**config.mk**
```make
export PLATFORM = sky130hd
export DESIGN_NAME = multdiv_seq_flat
export DESIGN_NICKNAME = d
export VERILOG_FILES = /design/src/rtl/multdiv_seq_pkg.sv /design/src/rtl/multdiv_seq_if.sv /design/src/rtl/multdiv_seq_iter_step.sv /design/src/rtl/multdiv_seq.sv /design/src/flat_wrapper.sv
export SDC_FILE = /design/constraint.sdc
export NUM_CORES = 1
export LEC_CHECK = 0
export CORE_MARGIN = 1.5
export CORE_UTILIZATION = 50
export DETAILED_ROUTE_END_ITERATION = 6
export GPL_ROUTABILITY_DRIVEN = 1
export HOLD_SLACK_MARGIN = 0.15
export PLACE_DENSITY = 0.7
export SLEW_MARGIN = 20
export SYNTH_ARGS = -nofsm -noshare
export SYNTH_HDL_FRONTEND = slang
export SYNTH_SLANG_ARGS = --single-unit
```
**constraint.sdc**
```tcl
create_clock -name clock -period 10.6 [get_ports clock]
set_input_delay 2.12 -clock clock [delete_from_list [all_inputs] [get_ports clock]]
set_output_delay 2.12 -clock clock [all_outputs]
set_load 0.02 [all_outputs]
```
**src/rtl/multdiv_seq_pkg.sv**
```systemverilog
// multdiv_pkg: shared encodings for the iterative multiply/divide unit.
//   OP_MULT/OP_DIV/OP_REM : latched operation code
//   state_t               : sequencer state encoding
//   cnt_width()           : width of the iteration down-counter for a given WIDTH
package multdiv_pkg;

    localparam logic [1:0] OP_MULT = 2'd0;
    localparam logic [1:0] OP_DIV  = 2'd1;
    localparam logic [1:0] OP_REM  = 2'd2;

    typedef enum logic [1:0] {
        S_IDLE = 2'd0,
        S_RUN  = 2'd1,
        S_FIX  = 2'd2
    } state_t;

    function automatic int cnt_width(input int width);
        return $clog2(width + 1);
    endfunction

endpackage

```
**src/rtl/multdiv_seq_if.sv**
```systemverilog
// multdiv_seq_if: operand/control/result bundle between the execute stage and
// the multiply/divide unit.
//   data_operandA/B      : operands, sampled on a start cycle
//   ctrl_MULT/DIV/REM    : start pulses
//   data_result          : result, held until the next completed operation
//   data_exception       : overflow / divide-by-zero flag, held with the result
//   data_resultRDY       : one-cycle completion pulse
//   data_busy            : operation in flight
// master = requester (execute stage), slave = multdiv_seq.
interface multdiv_seq_if #(
    parameter int WIDTH = 32
);
    logic [WIDTH-1:0] data_operandA;
    logic [WIDTH-1:0] data_operandB;
    logic             ctrl_MULT;
    logic             ctrl_DIV;
    logic             ctrl_REM;
    logic [WIDTH-1:0] data_result;
    logic             data_exception;
    logic             data_resultRDY;
    logic             data_busy;

    modport master (
        output data_operandA, data_operandB, ctrl_MULT, ctrl_DIV, ctrl_REM,
        input  data_result, data_exception, data_resultRDY, data_busy
    );

    modport slave (
        input  data_operandA, data_operandB, ctrl_MULT, ctrl_DIV, ctrl_REM,
        output data_result, data_exception, data_resultRDY, data_busy
    );
endinterface

```
**src/rtl/multdiv_seq_iter_step.sv**
```systemverilog
// multdiv_iter_step: one combinational iteration of the multiply/divide datapath.
//   acc, part  : accumulator and partial register (together a 2*WIDTH shift pair)
//   opnd       : operand magnitude (multiplicand for MULT, divisor for DIV/REM)
//   op         : latched operation code
//   acc_next, part_next : register values after this iteration
// MULT: right-shifting shift-add, multiplier consumed from part[0], product
//       accumulates as {acc, part}.
// DIV/REM: restoring division, dividend shifted out of part's MSB into acc,
//       quotient bits shifted into part's LSB, remainder left in acc.
module multdiv_iter_step
    import multdiv_pkg::*;
#(
    parameter int WIDTH = 32
) (
    input  logic [WIDTH-1:0] acc,
    input  logic [WIDTH-1:0] part,
    input  logic [WIDTH-1:0] opnd,
    input  logic [1:0]       op,
    output logic [WIDTH-1:0] acc_next,
    output logic [WIDTH-1:0] part_next
);

    logic [WIDTH:0]   sum;
    logic [WIDTH:0]   shifted;
    logic [WIDTH-1:0] diff;

    assign sum     = {1'b0, acc} + (part[0] ? {1'b0, opnd} : '0);
    assign shifted = {acc, part[WIDTH-1]};
    // Only used when shifted >= opnd, so the true difference is < opnd and fits WIDTH bits.
    assign diff    = shifted[WIDTH-1:0] - opnd;

    always_comb begin
        acc_next  = acc;
        part_next = part;
        if (op == OP_MULT) begin
            acc_next  = sum[WIDTH:1];
            part_next = {sum[0], part[WIDTH-1:1]};
        end else if (shifted >= {1'b0, opnd}) begin
            acc_next  = diff;
            part_next = {part[WIDTH-2:0], 1'b1};
        end else begin
            acc_next  = shifted[WIDTH-1:0];
            part_next = {part[WIDTH-2:0], 1'b0};
        end
    end

endmodule

```
**src/rtl/multdiv_seq.sv**
```systemverilog
// multdiv_seq: parametrised iterative multiply / divide / remainder unit.
//   clock   : rising-edge clock
//   reset_n : asynchronous active-low reset
//   bus     : multdiv_seq_if slave (operands, start pulses, result/flags)
// Operations work on operand magnitudes; signs are restored in the FIX cycle.
// A start pulse in any state aborts the current operation and restarts.
//
// state  | meaning
// -------+-------------------------------------------------------------
// S_IDLE | no operation in flight; result registers hold last result
// S_RUN  | WIDTH iteration edges, counter counts WIDTH down to 1
// S_FIX  | sign correction, result/exception registered, RDY raised
module multdiv_seq
    import multdiv_pkg::*;
#(
    parameter int WIDTH  = 32,
    parameter int SIGNED = 1
) (
    input logic           clock,
    input logic           reset_n,
    multdiv_seq_if.slave  bus
);

    localparam int CW = cnt_width(WIDTH);
    localparam logic [WIDTH-1:0] MIN_INT = {1'b1, {(WIDTH-1){1'b0}}};

    state_t state, next_state;
    logic [CW-1:0] cnt;

    logic [1:0]       op_q;
    logic [WIDTH-1:0] acc, part, opnd;
    logic [WIDTH-1:0] acc_next, part_next;
    logic             neg_q, a_neg_q, b_zero_q, ovf_q;

    logic [WIDTH-1:0] result_q;
    logic             exc_q, rdy_q;

    logic             start, step_en, fix_en;
    logic [1:0]       op_sel;
    logic             a_neg, b_neg;
    logic [WIDTH-1:0] mag_a, mag_b;

    logic [2*WIDTH-1:0] prod_mag, prod;
    logic [WIDTH-1:0]   fix_res;
    logic               fix_exc;

    assign start = bus.ctrl_MULT | bus.ctrl_DIV | bus.ctrl_REM;

    always_comb begin
        op_sel = OP_REM;
        if (bus.ctrl_MULT)     op_sel = OP_MULT;
        else if (bus.ctrl_DIV) op_sel = OP_DIV;
    end

    assign a_neg = (SIGNED != 0) && bus.data_operandA[WIDTH-1];
    assign b_neg = (SIGNED != 0) && bus.data_operandB[WIDTH-1];
    // MIN_INT negates to itself, which is its correct unsigned magnitude.
    assign mag_a = a_neg ? -bus.data_operandA : bus.data_operandA;
    assign mag_b = b_neg ? -bus.data_operandB : bus.data_operandB;

    always_ff @(posedge clock or negedge reset_n) begin
        if (!reset_n) state <= S_IDLE;
        else          state <= next_state;
    end

    always_comb begin
        next_state = state;
        step_en    = 1'b0;
        fix_en     = 1'b0;
        if (start) begin
            next_state = S_RUN;
        end else begin
            case (state)
                S_RUN: begin
                    step_en = 1'b1;
                    if (cnt == CW'(1)) next_state = S_FIX;
                end
                S_FIX: begin
                    fix_en     = 1'b1;
                    next_state = S_IDLE;
                end
                default: next_state = S_IDLE;
            endcase
        end
    end

    always_ff @(posedge clock or negedge reset_n) begin
        if (!reset_n)     cnt <= '0;
        else if (start)   cnt <= CW'(WIDTH);
        else if (step_en) cnt <= cnt - CW'(1);
    end

    always_ff @(posedge clock or negedge reset_n) begin
        if (!reset_n) begin
            op_q     <= OP_MULT;
            acc      <= '0;
            part     <= '0;
            opnd     <= '0;
            neg_q    <= 1'b0;
            a_neg_q  <= 1'b0;
            b_zero_q <= 1'b0;
            ovf_q    <= 1'b0;
        end else if (start) begin
            op_q     <= op_sel;
            acc      <= '0;
            part     <= (op_sel == OP_MULT) ? mag_b : mag_a;
            opnd     <= (op_sel == OP_MULT) ? mag_a : mag_b;
            neg_q    <= a_neg ^ b_neg;
            a_neg_q  <= a_neg;
            b_zero_q <= (bus.data_operandB == '0);
            ovf_q    <= (SIGNED != 0) && (bus.data_operandA == MIN_INT)
                        && (bus.data_operandB == '1);
        end else if (step_en) begin
            acc  <= acc_next;
            part <= part_next;
        end
    end

    multdiv_iter_step #(.WIDTH(WIDTH)) u_step (
        .acc       (acc),
        .part      (part),
        .opnd      (opnd),
        .op        (op_q),
        .acc_next  (acc_next),
        .part_next (part_next)
    );

    assign prod_mag = {acc, part};
    assign prod     = neg_q ? -prod_mag : prod_mag;

    always_comb begin
        fix_res = '0;
        fix_exc = 1'b0;
        case (op_q)
            OP_MULT: begin
                fix_res = prod[WIDTH-1:0];
                if (SIGNED != 0)
                    fix_exc = !((&prod[2*WIDTH-1:WIDTH-1]) || !(|prod[2*WIDTH-1:WIDTH-1]));
                else
                    fix_exc = |prod[2*WIDTH-1:WIDTH];
            end
            OP_DIV: begin
                if (b_zero_q) begin
                    fix_exc = 1'b1;
                end else begin
                    // MIN_INT / -1 yields quotient magnitude MIN_INT, which negates back to MIN_INT.
                    fix_res = neg_q ? -part : part;
                    fix_exc = ovf_q;
                end
            end
            default: begin
                if (b_zero_q) fix_exc = 1'b1;
                else          fix_res = a_neg_q ? -acc : acc;
            end
        endcase
    end

    always_ff @(posedge clock or negedge reset_n) begin
        if (!reset_n) begin
            result_q <= '0;
            exc_q    <= 1'b0;
            rdy_q    <= 1'b0;
        end else begin
            rdy_q <= fix_en;
            if (fix_en) begin
                result_q <= fix_res;
                exc_q    <= fix_exc;
            end
        end
    end

    assign bus.data_result    = result_q;
    assign bus.data_exception = exc_q;
    assign bus.data_resultRDY = rdy_q;
    assign bus.data_busy      = (state != S_IDLE);

endmodule

```
**src/flat_wrapper.sv**
```systemverilog
// flat-port wrapper written by rule: the top's interface ports become plain ports
module multdiv_seq_flat import multdiv_pkg::*;
#(
    parameter int WIDTH  = 32,
    parameter int SIGNED = 1
)
  (clock, reset_n, bus_data_operandA, bus_data_operandB, bus_ctrl_MULT, bus_ctrl_DIV, bus_ctrl_REM, bus_data_result, bus_data_exception, bus_data_resultRDY, bus_data_busy);
  multdiv_seq_if #(.WIDTH(WIDTH)) bus_i ();
  input logic clock;
  input logic reset_n;
  input wire logic [$bits(bus_i.data_operandA)-1:0] bus_data_operandA;
  input wire logic [$bits(bus_i.data_operandB)-1:0] bus_data_operandB;
  input wire logic [$bits(bus_i.ctrl_MULT)-1:0] bus_ctrl_MULT;
  input wire logic [$bits(bus_i.ctrl_DIV)-1:0] bus_ctrl_DIV;
  input wire logic [$bits(bus_i.ctrl_REM)-1:0] bus_ctrl_REM;
  output wire logic [$bits(bus_i.data_result)-1:0] bus_data_result;
  output wire logic [$bits(bus_i.data_exception)-1:0] bus_data_exception;
  output wire logic [$bits(bus_i.data_resultRDY)-1:0] bus_data_resultRDY;
  output wire logic [$bits(bus_i.data_busy)-1:0] bus_data_busy;
  assign bus_i.data_operandA = bus_data_operandA;
  assign bus_i.data_operandB = bus_data_operandB;
  assign bus_i.ctrl_MULT = bus_ctrl_MULT;
  assign bus_i.ctrl_DIV = bus_ctrl_DIV;
  assign bus_i.ctrl_REM = bus_ctrl_REM;
  assign bus_data_result = bus_i.data_result;
  assign bus_data_exception = bus_i.data_exception;
  assign bus_data_resultRDY = bus_i.data_resultRDY;
  assign bus_data_busy = bus_i.data_busy;
  multdiv_seq #(.WIDTH(WIDTH), .SIGNED(SIGNED)) u_core (.clock(clock), .reset_n(reset_n), .bus(bus_i));
endmodule
```
==> impl_metrics.toml, run 1 <==
[setup_path]
path_max_fanout = 5
r2r_cells = 12
crit_path_start_kind = "input pin"
critPathKind = "input pin to flop"
required_ns = 10.88
arrival_ns = 5.60
endpoint_kind = "flop"

[timing]
post-route-period-util_pct = 50.2
rsz0062_at_grt = "false"
clock.fmax_mhz = 188
finalMaxSlewViolations = 0
finalCriticalPeriod_ns = 5.32
worst_slew_pin_slew_ns = 1.07
timing.slew.headroom_pct = 28.5
finalClockSkew_ns = 0.0134
fin_tns_setup_ns = 0
setup_viol = 0
whs_ns = 0.487
hold_viol = 0

[floorplanning]
dieArea_um2 = 30500
initial_utilization_pct = 51.1
die_h_um = 175
io_pins = 104
core_area_um2 = 28900
row_count = 62
die_w_um = 175

[drt]
vias = 14900
drc = 0
vias_per_cell = 6.33
drt_pre_antenna_iters = 6
ant_nets = 0
totalWireLength_um = 50700
first_iter_violations = 1282
avgRoutedWirePerCell_um = 21.6

[grt]
grt.total_usage_pct = 33.3
antenna_found_initial = 0
grt_pass1_vias = 13700
grt_max_degree = 109
grt-ovfl-total = 0
grt_pass1_wl_um = 79200

[cts]
htreeDepth = 4
clock_latency_ns = 0.44
cts_resized = 0
clk_transition_reported_paths_ns = 0.06
cts_setup_buffers = 0
tritoncts = "yes"
cts_sinks = 144
cts-buffers-inserted = 17
cts_hold_buffers = 0
root_buffer = "clkbuf_16"
clockBufferDepth = 2

[placed_design]
globalplace.congestion = 0.995
dpl.hpwl_um = 38500
io_buffers = 103

[final_layout]
final_layout_size_suffix_gt1_share_pct = 4.63
antenna_cells = 0
syn_to_final_growth_pct = 11.3
fin_nets = 2093

[logic_synthesis]
ys_seq_elements = 144
synth_ff_type = "dfrtp_1"
ys_top_cells_by_area = "dfrtp_1 24%, xor2_1 7.7%, a21oi_1 7.5%"
postSynth.asyncResetShare_pct = 100
syn_inst = 1948
ys.warnings.count = 0
synth-edff-count = 0
syn_area_um2 = 14700
yosys.area.top_type = "dfrtp_1"
synth_nets = 2090
postSynthAreaPerCell_um2 = 7.57
synth_top_area_share_pct = 24.4
synth.distinct_cells = 78
seq_area_frac_synth_pct = 24.4

[hold_path]
holdPathStages = 1
hold_path.class = "flop to flop"

[power]
power_density_nw_per_um2 = 118
vdd_drop_max_uv = 83.3
leakage_nw = 7.19
finalPower_w = 0.00194

[run]
maxCapViolations = 0

[outcome]
status = "completed"
synthesized netlist by cell type (31+ instances only):
cell	instances
nand3_1	36
xor2_1	129
o21ai_0	119
o31ai_1	38
ha_1	71
dfrtp_1	144
nor2_1	188
mux2i_1	72
clkbuf_1	117
a21oi_1	220
xnor2_1	67
inv_1	61
a21o_1	31
nand2_1	220
registers in the layout (all words and copies together) (netlist names):
signal and cells:
u_core.acc 32, u_core.bus.data_result 32, u_core.opnd 32, u_core.part 32, u_core.cnt 6, u_core.op_q 2, u_core.state 2, u_core.a_neg_q 1
u_core.b_zero_q 1, u_core.bus.data_exception 1, u_core.bus.data_resultRDY 1, u_core.neg_q 1, u_core.ovf_q 1
metrics by stage:
step | area [µm²] | utilization [%] | cells | setup WS, ns
after floorplan | 14700 | - | 1948 | 5.75
after detailed placement | 15900 | 54.9 | 2316 | 4.89
after global routing | 16400 | 56.9 | 2348 | 5.08
after CTS | 16400 | 56.9 | 2348 | 5.35
final | 16400 | 56.9 | 2348 | 5.28
after global placement | 15900 | 54.9 | 2316 | 4.99
logic make-up (layout without fill, tap and decap cells):
group,after synthesis,after routing,synth area share (%)
DFF,144,144,24.4
adders and majority gates,73,73,6.30
buffers and inverters,200,216,5.44
AOI/OAI and AO/OA,604,604,25.9
xor gates and xnor gates,196,196,11.6
muxes,72,72,4.89
and+or+nand+nor,659,659,21.4
placed cells by master (no fill, tap or decap), types with 67 or more instances in the layout:
cell type | netlist | final
mux2i_1 | 72 | 72
dfrtp_1 | 144 | 143
o21ai_0 | 119 | 119
nand2_1 | 220 | 220
ha_1 | 71 | 71
nor2_1 | 188 | 187
xor2_1 | 129 | 129
a21oi_1 | 220 | 220
clkdlybuf4s50_1 | 0 | 100
xnor2_1 | 67 | 67
critical path, cell delays in order:
cell and delay (ns):
clkdlybuf4s50_1 0.50, or4_1 0.60, nor4_1 0.31, nand4_1 0.16
or4_1 0.48, or4_1 0.52, o41ai_1 0.36, xor2_1 0.26
mux2i_1 0.11, nor2_1 0.14, a21oi_1 0.06
routing by layer:
layer	vias to the layer above	GRT usage [%]	routed length, µm
li1	7052	-	-
met1	7118	46.7	22300
met2	607	50.2	22200
met3	86	5.29	3990
met4	0	15.3	2220
met5	-	0	0
power breakdown:
group / total [W] / switching, W / internal, W
Sequential: 0.000656 / 0.0000668 / 0.000589
Combinational: 0.000700 / 0.000439 / 0.000261
Clock: 0.000588 / 0.000259 / 0.000330
Total: 0.00194 / 0.000764 / 0.00118
layout make-up:
class	instances	area [µm²]
fill	2790	12400
multi-input combinational	1604	10400
sequential	144	3600
timing repair buffer	123	1170
tap	384	480
clock buffer	20	447
inverter	61	229
clock inverter	12	109
path summary, 6_finish.rpt:
path	start	end	slack [ns]
max in group asynchronous	reset_n	u_core.neg_q$_DFFE_PN0N_	7.48
min reg2reg	u_core.bus.data_result[27]$_DFFE_PN0P_	u_core.bus.data_result[27]$_DFFE_PN0P_	0.49
min in group asynchronous	reset_n	u_core.acc[5]$_DFFE_PN0P_	1.74
min	u_core.bus.data_result[27]$_DFFE_PN0P_	u_core.bus.data_result[27]$_DFFE_PN0P_	0.49
max	bus_data_operandB[12]	u_core.part[27]$_DFFE_PN0P_	5.28
max reg2reg	u_core.acc[1]$_DFFE_PN0P_	u_core.bus.data_exception$_DFFE_PN0P_	5.96
No activity file was read; power rests on OpenSTA's default activity.
==> run 2, diff against run 1 <==
Settings changed: PLACE_DENSITY 0.7 to 0.72.
Clock period 10.6 ns to 4.82 ns, I/O delays scaled along.
==> impl_metrics.toml, run 2 (same netlist as run 1, synthesis figures left out) <==
[grt]
grtUsageMet2_pct = 50.3
grt_pass1_wl_um = 79300
antenna_found_initial = 1
gr-usage-met3_pct = 4.22
grt-ovfl-total = 0
grt.total_usage_pct = 33.3
grt_busiest_layer = "met2"
grt_pass1_vias = 13800
grt_max_degree = 119
use_met1_pct = 47.0

[setup_path]
crit_path_start_kind = "flop"
max_stage_delay_ns = 0.54
endpoint_kind = "flop"
slowest_stage = "or3_4"
path_cells = "inv_1 > ha_1 > nor3b_1 > nand3_1 > or3_4 > nor2_1 > nand2_1 > a211oi_2 > a31oi_1 > or4_1 > o31ai_1 > o21ai_1"
arrival_ns = 4.44
r2r_slack_ns = 0.69
path_max_fanout = 15
required_ns = 5.13
critPathKind = "flop to flop"

[timing]
clock.fmax_mhz = 242
finalCriticalPeriod_ns = 4.13
rsz0062_at_grt = "false"
finalMaxSlewViolations = 0
worst_slew_pin_slew_ns = 1.07
timing.slew.headroom_pct = 29.0
finalClockSkew_ns = 0.0157
setup_ws_ns = 0.692
post-route-period-util_pct = 85.6
hold_viol = 0
setup_viol = 0
fin_tns_setup_ns = 0

[final_layout]
fillers = 2757
final_layout_size_suffix_gt1_share_pct = 6.12
final_cell_mix = "220 x nand2_1, 220 x a21oi_1, 186 x nor2_1"
fin_nets = 2124
multi_input_area_um2 = 10400
antenna_cells = 0
syn_to_final_growth_pct = 13.1
ff_latch_area_um2 = 3600

[cts]
root_buffer = "clkbuf_16"
clockBufferDepth = 2
clock_latency_ns = 0.44
cts_setup_buffers = 0
tritoncts = "yes"
cts_sinks = 144
cts-buffers-inserted = 17
cts_resized = 0
cts_hold_buffers = 0
htreeDepth = 4
clk_transition_reported_paths_ns = 0.06

[power]
power_density_nw_per_um2 = 260
leakage_nw = 7.35
vdd_drop_max_uv = 228
finalPower_w = 0.00434

[placed_design]
globalplace.congestion = 0.990
dpl.hpwl_um = 39400
io_buffers = 103
dpl_worst_slack_ns = 0.304

[drt]
drt_pre_antenna_iters = 6
vias = 15200
ant_nets = 0
totalWireLength_um = 51000
first_iter_violations = 1617
vias_per_cell = 6.40
drc = 0
avgRoutedWirePerCell_um = 21.5

[floorplanning]
io_pins = 104
initial_utilization_pct = 51.1
die_w_um = 175
die_h_um = 175
row_count = 62
core_area_um2 = 28900
dieArea_um2 = 30500

[outcome]
status = "completed"

[run]
maxCapViolations = 0

[hold_path]
hold_path.class = "flop to flop"
run 2: cell types whose count changed in the layout (fill, tap and decap cells not counted), sizes merged:
cell      previous run  this run
clkbuf              20        21
clkinv               6         2
inv                 64        65
buf                 23        54
clkinvlp             2         3
run 2: final timing paths:
kind	start	endpoint	depth (start not counted)
setup / recovery	u_core.part[0]$_DFFE_PN0P_	u_core.bus.data_exception$_DFFE_PN0P_	12
setup reg to reg	u_core.part[0]$_DFFE_PN0P_	u_core.bus.data_exception$_DFFE_PN0P_	12
hold reg to reg	u_core.bus.data_result[8]$_DFFE_PN0P_	u_core.bus.data_result[8]$_DFFE_PN0P_	1
hold / removal	u_core.bus.data_result[8]$_DFFE_PN0P_	u_core.bus.data_result[8]$_DFFE_PN0P_	1
min in group asynchronous	reset_n	u_core.bus.data_result[25]$_DFFE_PN0P_	1
max in group asynchronous	reset_n	u_core.acc[16]$_DFFE_PN0P_	2
run 2: area by class of cell:
class / instances / area share, %
clock inverter: 10 / 0.608
clock buffer: 21 / 2.82
multi-input combinational: 1604 / 62.1
tap: 384 / 2.88
sequential: 144 / 21.6
inverter: 61 / 1.37
timing repair buffer: 154 / 8.59
run 2: critical path, delay by kind of cell (launching register included):
kind                       cells  cell delay, ns
buffers and inverters          1            0.44
DFF                            1            0.38
and+or+nand+nor                6            2.05
AOI/OAI and AO/OA              4            0.81
adders and majority gates      1            0.29
run 2: per-stage QoR:
stage / cell area (µm²) / hold WS [ns] / cells / util, %
3_3_place_gp: 16100 / 0.474 / 2347 / 55.8
4_1_cts: 16700 / 0.494 / 2378 / 57.8
6_report: 16700 / 0.488 / 2378 / 57.8
3_5_place_dp: 16100 / 0.479 / 2347 / 55.8
2_1_floorplan: 14700 / 0.449 / 1948 / -
5_1_grt: 16700 / 0.500 / 2378 / 57.8
run 2: power by group:
part	internal, W	total (W)	switching [W]
combinational	0.000595	0.00159	0.000995
clock	0.000755	0.00133	0.000571
sequential	0.00129	0.00143	0.000133
run 2: layer usage:
metal / up-vias / share of wire (%) / wire length (µm)
li1: 7103 / - / -
met1: 7223 / 44 / 22300
met2: 770 / 43 / 22000
met3: 114 / 8.4 / 4280
met4: 0 / 4.9 / 2520
met5: - / 0 / 0
==> run 3, diff against run 2 <==
Clock period 4.82 ns to 3.3 ns, I/O delays scaled along.
==> impl_metrics.toml, run 3 (same netlist as run 1, synthesis figures left out) <==
[timing]
setup_ws_ns = -0.305
whs_ns = 0.153
clock.fmax_mhz = 277
finalMaxSlewViolations = 0
finalCriticalPeriod_ns = 3.60
post-route-period-util_pct = 109
hold_viol = 0
setup_viol = 3
timing.slew.headroom_pct = 31.7
finalClockSkew_ns = 0.0185
worst_slew_pin_slew_ns = 1.02
rsz0062_at_grt = "true"

[final_layout]
ff_latch_area_um2 = 3610
syn_to_final_growth_pct = 37.3
antenna_cells = 0
fillers = 2360
final_core_util_pct = 70.1
multi_input_area_um2 = 11100
final_layout_size_suffix_gt1_share_pct = 24.2
final_cell_mix = "349 x buf_4, 217 x nand2_1, 211 x a21oi_1"
final_cells = 2710
final_common_cell = "buf_4"
fin_nets = 2455

[drt]
first_iter_violations = 1715
totalWireLength_um = 59900
avgRoutedWirePerCell_um = 22.1
drc = 0
vias_per_cell = 6.19
ant_nets = 0
vias = 16800
drt_pre_antenna_iters = 6

[run]
maxCapViolations = 0

[setup_path]
r2r_slack_ns = -0.30
arrival_ns = 3.92
required_ns = 3.62
crit_path_start_kind = "flop"
path_max_fanout = 7
critPathKind = "flop to flop"
endpoint_kind = "flop"

[grt]
grt_pass1_wl_um = 88800
grt.total_usage_pct = 38.0
grt-ovfl-total = 0
antenna_found_initial = 0
grt_pass1_vias = 15600
grt_max_degree = 136

[cts]
root_buffer = "clkbuf_16"
clk_transition_reported_paths_ns = 0.08
clockBufferDepth = 2
cts-buffers-inserted = 17
htreeDepth = 4
tritoncts = "yes"
clock_latency_ns = 0.44
cts_sinks = 144

[outcome]
status = "finished with violations"
violations = "setup timing"

[placed_design]
globalplace.congestion = 0.984
dpl.hpwl_um = 45200
dp_cells = 2636
dpl_worst_slack_ns = -0.742
io_buffers = 103

[floorplanning]
row_count = 62
die_h_um = 175
die_w_um = 175
io_pins = 104
initial_utilization_pct = 51.1
core_area_um2 = 28900
dieArea_um2 = 30500

[power]
power_density_nw_per_um2 = 354
p_sw_w = 0.00283
leakage_nw = 9.30
vdd_drop_max_uv = 290
comb_power_share_pct = 44.8
clkPwrFrac_pct = 27.5
intPower_w = 0.00433
finalPower_w = 0.00716
sw_frac_of_total_pct = 39.5
p_seq_share_pct = 27.7

[hold_path]
hold_path.class = "input pin to asynchronous set/reset pin"
run 3: changes by cell type in the layout (fill, tap and decap cells not counted), moves of 11 or more:
cell	before	now
ha_4	0	13
o21ai_1	1	21
clkdlybuf4s50_1	100	89
ha_1	71	54
o21ai_0	119	94
buf_12	2	14
buf_6	1	14
buf_4	50	349
run 3: routing by layer:
| metal | part of all wire [%] | vias to the layer above | GRT usage (%) |
|---|---|---|---|
| met4 | 5.7 | 0 | 19.7 |
| li1 | - | 7800 | - |
| met3 | 8.8 | 178 | 5.46 |
| met1 | 41 | 7883 | 51.0 |
| met5 | 0 | - | 0 |
| met2 | 45 | 908 | 59.4 |
run 3: power groups by stage:
stage                     Combinational [W]  Sequential (W)  Clock, W
after floorplan                     0.00159         0.00201         0
after global placement              0.00284         0.00200         0
after detailed placement            0.00287         0.00201         0
after CTS                           0.00294         0.00197   0.00198
after global routing                0.00343         0.00199   0.00206
final                               0.00321         0.00198   0.00197
run 3: final timing paths:
path / depth (start not counted) / startpoint / endpoint
min reg2reg: 2 / u_core.opnd[31]$_DFFE_PN0N_ / u_core.opnd[31]$_DFFE_PN0N_
min in group clock: 2 / u_core.opnd[31]$_DFFE_PN0N_ / u_core.opnd[31]$_DFFE_PN0N_
max in group asynchronous: 2 / reset_n / u_core.opnd[0]$_DFFE_PN0N_
max reg2reg: 13 / u_core.part[31]$_DFFE_PN0P_ / u_core.bus.data_exception$_DFFE_PN0P_
max: 13 / u_core.part[31]$_DFFE_PN0P_ / u_core.bus.data_exception$_DFFE_PN0P_
min: 1 / reset_n / u_core.acc[4]$_DFFE_PN0P_
run 3: per-stage QoR:
step | cell area [µm²] | TNS [ns]
3_3_place_gp | 18400 | -11.84
6_report | 20200 | -0.350
4_1_cts | 19300 | -0.298
5_1_grt | 20200 | -1.18
2_1_floorplan | 14800 | -0.108
3_5_place_dp | 18400 | -13.92
run 3: repair_timing:
action | in CTS | in global routing
hold buffers | 0 | 0
setup buffers | 8 | 32
resized for setup | 51 | 153
endpoints found under the setup margin | 43 | 43
gates cloned | 2 | 2
pin swaps | 28 | 76
run 3: area by class of cell:
| cell class | count | share of cell area, % |
|---|---|---|
| Timing Repair Buffer | 485 | 20.9 |
| Clock inverter | 14 | 0.717 |
| Multi-Input combinational cell | 1604 | 54.9 |
| Tap cell | 384 | 2.37 |
| Clock buffer | 18 | 2.12 |
| Sequential cell | 144 | 17.8 |
| Inverter | 61 | 1.13 |
run 3: worst max-delay path, stage by stage, from the launching register on:
cell and delay, ns:
dfrtp_1 0.38, or4_4 0.54, or4_4 0.53, buf_6 0.14, or3_4 0.48, buf_12 0.17
o21ai_1 0.13, xor2_1 0.22, nand4_1 0.17, nor4_2 0.16, nand4_1 0.11, o31ai_1 0.24
buf_4 0.15, o21ai_1 0.05
